`config.mk`:
```
export PLATFORM = sky130hd
export DESIGN_NAME = tx_ffe_bdrate
export DESIGN_NICKNAME = d
export VERILOG_FILES = /design/src/rtl/tx_ffe_bdrate.sv
export SDC_FILE = /design/constraint.sdc
export NUM_CORES = 1
export LEC_CHECK = 0
export BUFFER_PORTS_ARGS = -buffer_cell sky130_fd_sc_hd__buf_4
export CORE_UTILIZATION = 40
export CTS_BUF_LIST = sky130_fd_sc_hd__clkbuf_8 sky130_fd_sc_hd__clkbuf_16
export CTS_CLUSTER_DIAMETER = 150
export DETAILED_ROUTE_END_ITERATION = 8
export PLACE_DENSITY = 0.59
export RECOVER_POWER = 100
export SYNTH_ARGS = -nofsm -noshare
export SYNTH_HDL_FRONTEND = slang
export SYNTH_SLANG_ARGS = --single-unit
```
`constraint.sdc`:
```
create_clock -name clk -period 2.9 [get_ports clk]
set_input_delay 0.29 -clock clk [delete_from_list [all_inputs] [get_ports clk]]
set_output_delay 0.29 -clock clk [all_outputs]
set_load 0.02 [all_outputs]
```
`src/rtl/tx_ffe_bdrate.sv`:
```
// tx_ffe_bdrate: baud-rate transmit FFE with shadow/active tap banks,
// a request/ack write port and a checked, word-atomic commit.
module tx_ffe_bdrate #(
   parameter int Nti      = 4,
   parameter int Ntap     = 2,
   parameter int Ncoef    = 6,
   parameter int Ncode    = 8,
   parameter int MAIN_RST = 31
) (
   input  logic                    clk,
   input  logic                    rst,
   input  logic [Nti-1:0]          din,
   output logic signed [Ncode-1:0] dout [Nti],
   input  logic                    coef_req,
   input  logic [$clog2(Ntap):0]   coef_idx,
   input  logic signed [Ncoef-1:0] coef_val,
   output logic                    coef_ack,
   input  logic                    coef_commit,
   output logic                    commit_done,
   output logic                    commit_err
);

   localparam int IW  = $clog2(Ntap) + 1;
   localparam int HW  = (Ntap > 1) ? Ntap - 1 : 1;
   localparam int EW  = Nti + HW;
   localparam int AW  = Ncoef + $clog2(Ntap) + 1;
   localparam int CW  = ((AW > Ncode) ? AW : Ncode) + 1;
   localparam int LIM = 2 ** (Ncode - 1) - 1;

   localparam logic signed [CW-1:0] LIM_P = CW'(LIM);
   localparam logic signed [CW-1:0] LIM_N = -LIM_P;
   localparam logic [CW-1:0]        LIM_U = CW'(LIM);

   typedef enum logic [1:0] {
      S_IDLE,
      S_ACK,
      S_WAITLOW,
      S_CHECK
   } state_e;

   state_e state_q, state_d;

   logic pend_q, pend_d;
   logic done_q, done_d;
   logic err_q, err_d;
   logic shd_we, act_we;

   logic signed [Ncoef-1:0] c_act_q [Ntap];
   logic signed [Ncoef-1:0] c_shd_q [Ntap];

   logic [HW-1:0]           hist_q, hist_d;
   logic [EW-1:0]           ext;
   logic signed [Ncode-1:0] dout_q [Nti];
   logic signed [Ncode-1:0] dout_d [Nti];

   logic [AW-1:0] sum;
   logic          sum_ok;

   // Bits in time order: oldest history bit at ext[0], din[Nti-1] on top.
   assign ext    = {din, hist_q};
   assign hist_d = ext[EW-1 -: HW];

   always_comb begin
      logic signed [AW-1:0] acc;
      logic signed [AW-1:0] cx;
      logic signed [CW-1:0] accx;
      acc  = '0;
      cx   = '0;
      accx = '0;
      for (int j = 0; j < Nti; j++) begin
         acc = '0;
         for (int k = 0; k < Ntap; k++) begin
            cx = AW'(c_act_q[k]);
            if (ext[j - k + HW])
               acc = acc + cx;
            else
               acc = acc - cx;
         end
         accx = CW'(acc);
         if (accx > LIM_P)
            dout_d[j] = Ncode'(LIM_P);
         else if (accx < LIM_N)
            dout_d[j] = Ncode'(LIM_N);
         else
            dout_d[j] = accx[Ncode-1:0];
      end
   end

   always_ff @(posedge clk or posedge rst) begin
      if (rst) begin
         hist_q <= '0;
         for (int j = 0; j < Nti; j++)
            dout_q[j] <= '0;
      end else begin
         hist_q <= hist_d;
         for (int j = 0; j < Nti; j++)
            dout_q[j] <= dout_d[j];
      end
   end

   always_comb begin
      for (int j = 0; j < Nti; j++)
         dout[j] = dout_q[j];
   end

   // L1 norm of the shadow bank bounds the worst-case output magnitude.
   always_comb begin
      logic [Ncoef-1:0] mag;
      mag = '0;
      sum = '0;
      for (int k = 0; k < Ntap; k++) begin
         if (c_shd_q[k][Ncoef-1])
            mag = Ncoef'(-c_shd_q[k]);
         else
            mag = c_shd_q[k];
         sum = sum + AW'(mag);
      end
   end

   assign sum_ok = (CW'(sum) <= LIM_U);

   always_comb begin
      state_d = state_q;
      pend_d  = pend_q | coef_commit;
      done_d  = 1'b0;
      err_d   = 1'b0;
      shd_we  = 1'b0;
      act_we  = 1'b0;
      unique case (state_q)
         S_IDLE: begin
            if (pend_q || coef_commit) begin
               state_d = S_CHECK;
               pend_d  = 1'b0;
            end else if (coef_req) begin
               state_d = S_ACK;
            end
         end
         S_ACK: begin
            shd_we  = 1'b1;
            state_d = S_WAITLOW;
         end
         S_WAITLOW: begin
            if (!coef_req)
               state_d = S_IDLE;
         end
         S_CHECK: begin
            if (sum_ok) begin
               act_we = 1'b1;
               done_d = 1'b1;
            end else begin
               err_d  = 1'b1;
            end
            state_d = S_IDLE;
         end
         default: state_d = S_IDLE;
      endcase
   end

   always_ff @(posedge clk or posedge rst) begin
      if (rst) begin
         state_q <= S_IDLE;
         pend_q  <= 1'b0;
         done_q  <= 1'b0;
         err_q   <= 1'b0;
      end else begin
         state_q <= state_d;
         pend_q  <= pend_d;
         done_q  <= done_d;
         err_q   <= err_d;
      end
   end

   // Out-of-range indices match no tap, so the write is dropped.
   always_ff @(posedge clk or posedge rst) begin
      if (rst) begin
         for (int k = 0; k < Ntap; k++) begin
            c_shd_q[k] <= (k == 0) ? Ncoef'(MAIN_RST) : '0;
            c_act_q[k] <= (k == 0) ? Ncoef'(MAIN_RST) : '0;
         end
      end else begin
         for (int k = 0; k < Ntap; k++) begin
            if (shd_we && coef_idx == IW'(k))
               c_shd_q[k] <= coef_val;
            if (act_we)
               c_act_q[k] <= c_shd_q[k];
         end
      end
   end

   assign coef_ack    = (state_q == S_ACK);
   assign commit_done = done_q;
   assign commit_err  = err_q;

endmodule

```
* Word level (Yosys, flattened, before mapping) *
Cells that the tools add are included.

storage, ports and cells
  register bits = 62
  input port bits = 16
  output and inout port bits = 35
  word-level logic and storage cells = 76

operators by class
  add/sub/neg operators = 12
  $lt $le $gt $ge = 9
  equality and inequality tests = 6
  mux-type cells = 29
  bitwise logic cells = 1
  reductions and logical operators = 6

operators with widths
  cell                 count
  $mux 8               16
  $add 8x6->8          4
  $gt 8x8->1 const B   4
  $lt 8x8->1 const B   4
  $sub 8x6->8          4
  $mux 6               2
  $neg 6->6            2
  $pmux 2 s4           1
  $add 6x6->7          1
  $le 7x7->1 const B   1
  $mux 1               7
  $sub 1x6->7 const A  1
  $mux 2               3
  $eq 2x1->1 const B   2
  $eq 2x2->1 const B   2
  $logic_not 2->1      2
  $ne 3x3->1 const B   1
  $logic_and 1x1->1    2
  $ne 2x2->1 const B   1
  $reduce_and 2->1     1
  $logic_or 1x1->1     1
  $or 1x1->1           1

* Depth between registers and ports, before layout *
  word-level depth = 7
  depth in mapped cells = 13
  mapped depth without buffers = 13

* Worst setup path after synthesis *
OpenSTA, ideal clock, no wires.

  path type = reg2reg
  start = reg c_act_q[7] in the netlist's numbering
  end = reg dout_q (netlist bit dout[8])
  setup time = 0.127 ns
  arrival time = 3.046 ns
  required time = 2.773 ns
  path slack = -0.274 ns
  stages on the path, launching flop included = 12
  path buffers = 0
  period minus slack after synthesis = 3.174 ns
  cell sequence = dfstp_2 -> inv_1 -> ha_1 -> mux2_2 -> ha_1 -> a211oi_1 -> nor2_1 -> o31ai_1 -> a21bo_2 -> a41o_1 -> ha_1 -> or2_2

RTL lines
  item                             RTL line  source
  start, declared                  48        logic signed [Ncoef-1:0] c_act_q [Ntap];
  start signal, assigned by index  178       c_act_q[k] <= (k == 0) ? Ncoef'(MAIN_RST) : '0;
  start signal, assigned by index  185       c_act_q[k] <= c_shd_q[k];
  end signal, assigned by index    97        dout_q[j] <= dout_d[j];
  end, declared                    53        logic signed [Ncode-1:0] dout_q [Nti];

==> results.cfg <==
[run_status]
status = complete, but fails checks
violated_checks = capacitance limit, setup timing

[clock_network]
path_clk_slew_ns = 0.07
numCtsBuffers = 9
clock-root-buffer = sky130_fd_sc_hd__clkbuf_8
cts_tree = done
htree_levels = 3
cts_num_sinks = 62
clock_path_buffers = 2
clkLatencyLatePin_ns = 0.34

[floorplanning]
floorplan.die_area_um2 = 10240
die_width_um = 101.2
core_region_area_um2 = 9371
io_pins = 51
fp.dieH_um = 101.2
fp-row-count = 35
start_util_pct = 42.02

[synth]
synth-seq-area-share_pct = 39.72
synth_edf_count = 0
syn_inst_count = 407
syn-mean-instance-area_um2 = 9.675
synth_cell_type_count = 50
dominantRegCellSynth = sky130_fd_sc_hd__dfrtp_1
async_flop_share_pct = 100.0
synth_warnings = 0
ys_ff_latch = 62
syn-cell-area_um2 = 3938
synthesis.nets = 456

[timing]
final_setup_slack_of_the_worst_path_ns = -0.1616
timing.final.hold_violations = 0
period_utilization_post_route_pct = 105.6
fin_crit_ns = 3.062
max_clock_freq_ghz = 0.3266
final-setup-viol-count = 15
worstMarginPinSlew_ns = 1.485
rsz0062_at_grt = true
finClkSkew_ns = 0.003439
timing.slew.headroom_pct = 1.020
slew_viol_final = 0

[setup_path]
timing.reg2reg.worst_path_depth = 15
critical-path-slowest-cell = sky130_fd_sc_hd__dfrtp_2
crit_arrival_ns = 3.29
critical_path.most_common_cell = sky130_fd_sc_hd__buf_4
worstSetupEndpointType = flop
critical_path.top_delay_family = adder cells
rr_startpoint = c_act_q[1]
timing.critical_path.fanout_max = 5
timing.critical_path.slowest_cell_delay_ns = 0.45
r2r_slack_ns = -0.16
worstPathBufferInverterCount = 4
worst_setup_path_start_kind = flop
timing.critical_path.required_ns = 3.13
r2r-end = dout[24]
crit_chain = inv_2 -> ha_4 -> nor3b_4 -> buf_4 -> buf_4 -> buf_4 -> a21o_1 -> o21ai_0 -> ha_1 -> nor2_2 -> a21oi_2 -> xnor2_2 -> o41ai_2 -> ha_1 -> or2_4
timing_worst_setup_path_type = flop to flop
cp_depth = 15

[final_layout]
antenna_cells_inserted = 0
finish.utilization_pct = 57.77
layout-area-overhead-vs-synth_pct = 37.50
post_route_cells_drive_above_1_share_pct = 38.35
number_of_nets_at_the_end_of_the_flow = 576

[min_path]
min_path_type = input port to flop
hold_path_depth = 3
holdCritStartpoint = coef_val[1]
hold_end = c_shd_q[1]

[place]
detailedPlacementHpwl_um = 6659
port_buffer_count = 50
gp_routability_congestion = 0.8154

[drt]
first_pass_iteration_count_of_the_detailed_router = 4
drc = 0
via_count = 3294
vias_per_cell = 4.983
drtIter0Drc = 171
finalWirelength_um = 9404
wire_per_inst_um = 14.23
postRouteAntennaNets = 0

[global_routing]
grt_pass1_vias = 3191
antenna_violations_before_repair = 0
grtUsageTotal_pct = 19.47
wire_length_of_the_first_global_routing_pass_um = 15300
grt_start_max_net_pins = 63
total_grt_overflow = 0

[run]
maxCapViolations = 1
[what timing repair did]
| action | 4_1_cts | 5_1_grt |
|---|---|---|
| pin swaps | 17 | 42 |
| resized for setup | 16 | 46 |
| hold buffers | 0 | 0 |
| buffers inserted | 5 | 17 |
| setup endpoints to repair | 15 | 18 |
[placed cells by master (no fill, tap or decap), drive strengths merged, types with 4 or more instances in the layout]
cell,n
mux2,19
xnor2,22
a211oi,6
ha,29
a21oi,12
fa,4
a21o,6
nand2,20
inv,22
dfstp,10
o21ai,47
nor2b,7
clkbuf,50
dfrtp,52
o21bai,5
nor2,60
xor2,25
nor3,10
buf,87
[Yosys cell counts (all sizes together) (2+ instances only)]
cell type	count	area share, %
a2111oi	2	0.76
inv	22	2.1
nor2	60	5.7
xnor2	22	4.9
o31ai	2	0.38
nor2b	7	1.1
dfrtp	52	33
nor3b	3	0.99
ha	29	9.2
a21oi	12	1.5
o21a	2	0.38
o21ai	47	6.2
o21bai	5	0.95
fa	4	2.0
mux2i	3	0.76
a211oi	6	1.4
nor4	2	0.48
mux2	19	5.4
nand2b	3	0.48
dfstp	10	6.7
nor3	10	1.6
or2	2	0.32
clkinv	2	0.19
buf	4	0.51
nand2	20	1.9
xor2	25	5.6
clkbuf	12	1.1
a21o	6	1.2
[worst max-delay path by stage]
stage	start	to	slack, ns
final	c_act_q[1]	dout[24]	-0.16
after global routing	c_act_q[6]	dout[24]	-0.31
after floorplan	c_act_q[6]	dout[24]	-0.08
after global placement	c_act_q[1]	dout[24]	-0.16
after detailed placement	c_act_q[6]	dout[24]	-0.21
after CTS	c_act_q[7]	dout[24]	-0.13
[worst reg2reg max path, cell delays in order, from the launching register on]
cell	delay, ns
sky130_fd_sc_hd__dfrtp_2	0.45
sky130_fd_sc_hd__inv_2	0.08
sky130_fd_sc_hd__ha_4	0.15
sky130_fd_sc_hd__nor3b_4	0.25
sky130_fd_sc_hd__buf_4	0.16
sky130_fd_sc_hd__buf_4	0.09
sky130_fd_sc_hd__buf_4	0.09
sky130_fd_sc_hd__a21o_1	0.20
sky130_fd_sc_hd__o21ai_0	0.11
sky130_fd_sc_hd__ha_1	0.34
sky130_fd_sc_hd__nor2_2	0.11
sky130_fd_sc_hd__a21oi_2	0.05
sky130_fd_sc_hd__xnor2_2	0.19
sky130_fd_sc_hd__o41ai_2	0.10
sky130_fd_sc_hd__ha_1	0.34
sky130_fd_sc_hd__or2_4	0.23
[metrics by stage]
step	setup slack [ns]	std cells	TNS, ns	hold slack, ns	instance area, um^2
floorplan	-0.07609	407	-0.1393	0.3214	4044
CTS	-0.1261	644	-1.226	0.1373	5244
global route	-0.3099	661	-3.994	0.1713	5414
global placement	-0.1600	623	-1.471	0.4700	4912
detailed placement	-0.2137	623	-2.095	0.4783	4912
finish	-0.1616	661	-1.768	0.1596	5414
[kinds of logic after synthesis]
| logic type | share of synthesized area [%] |
|---|---|
| mux | 6.197 |
| simple gates | 13.98 |
| xor+xnor | 10.45 |
| compound gates | 14.36 |
| other cells | 0.09524 |
| flops | 39.72 |
| buf+inv | 3.940 |
| fa+ha+maj | 11.25 |
[flip-flops by register name, indices dropped and copies added, names as in the netlist]
| name | count |
|---|---|
| c_shd_q | 12 |
| commit_err | 1 |
| state_q | 2 |
| pend_q | 1 |
| commit_done | 1 |
| dout | 32 |
| c_act_q | 12 |
| hist_q | 1 |
[cell type report]
type                       count  area, um^2
tap                          129       161.4
inverter                      24       93.84
fill                         864        3958
multi-input combinational    305        2547
clock buffer                  12       165.2
timing repair buffer         125       812.0
sequential                    62        1565
clock inverter                 4       68.82
[metal layers]
metal | routed length, um | track usage (%) | vias up
li1 | - | - | 1627
met1 | 4237 | 25.22 | 1569
met2 | 4552 | 31.40 | 76
met3 | 355 | 3.865 | 22
met4 | 257 | 9.142 | 0
met5 | 0 | 0 | -
Power is not shown: default switching activity piles up to over one toggle a cycle in this logic, so the estimate is an artifact.
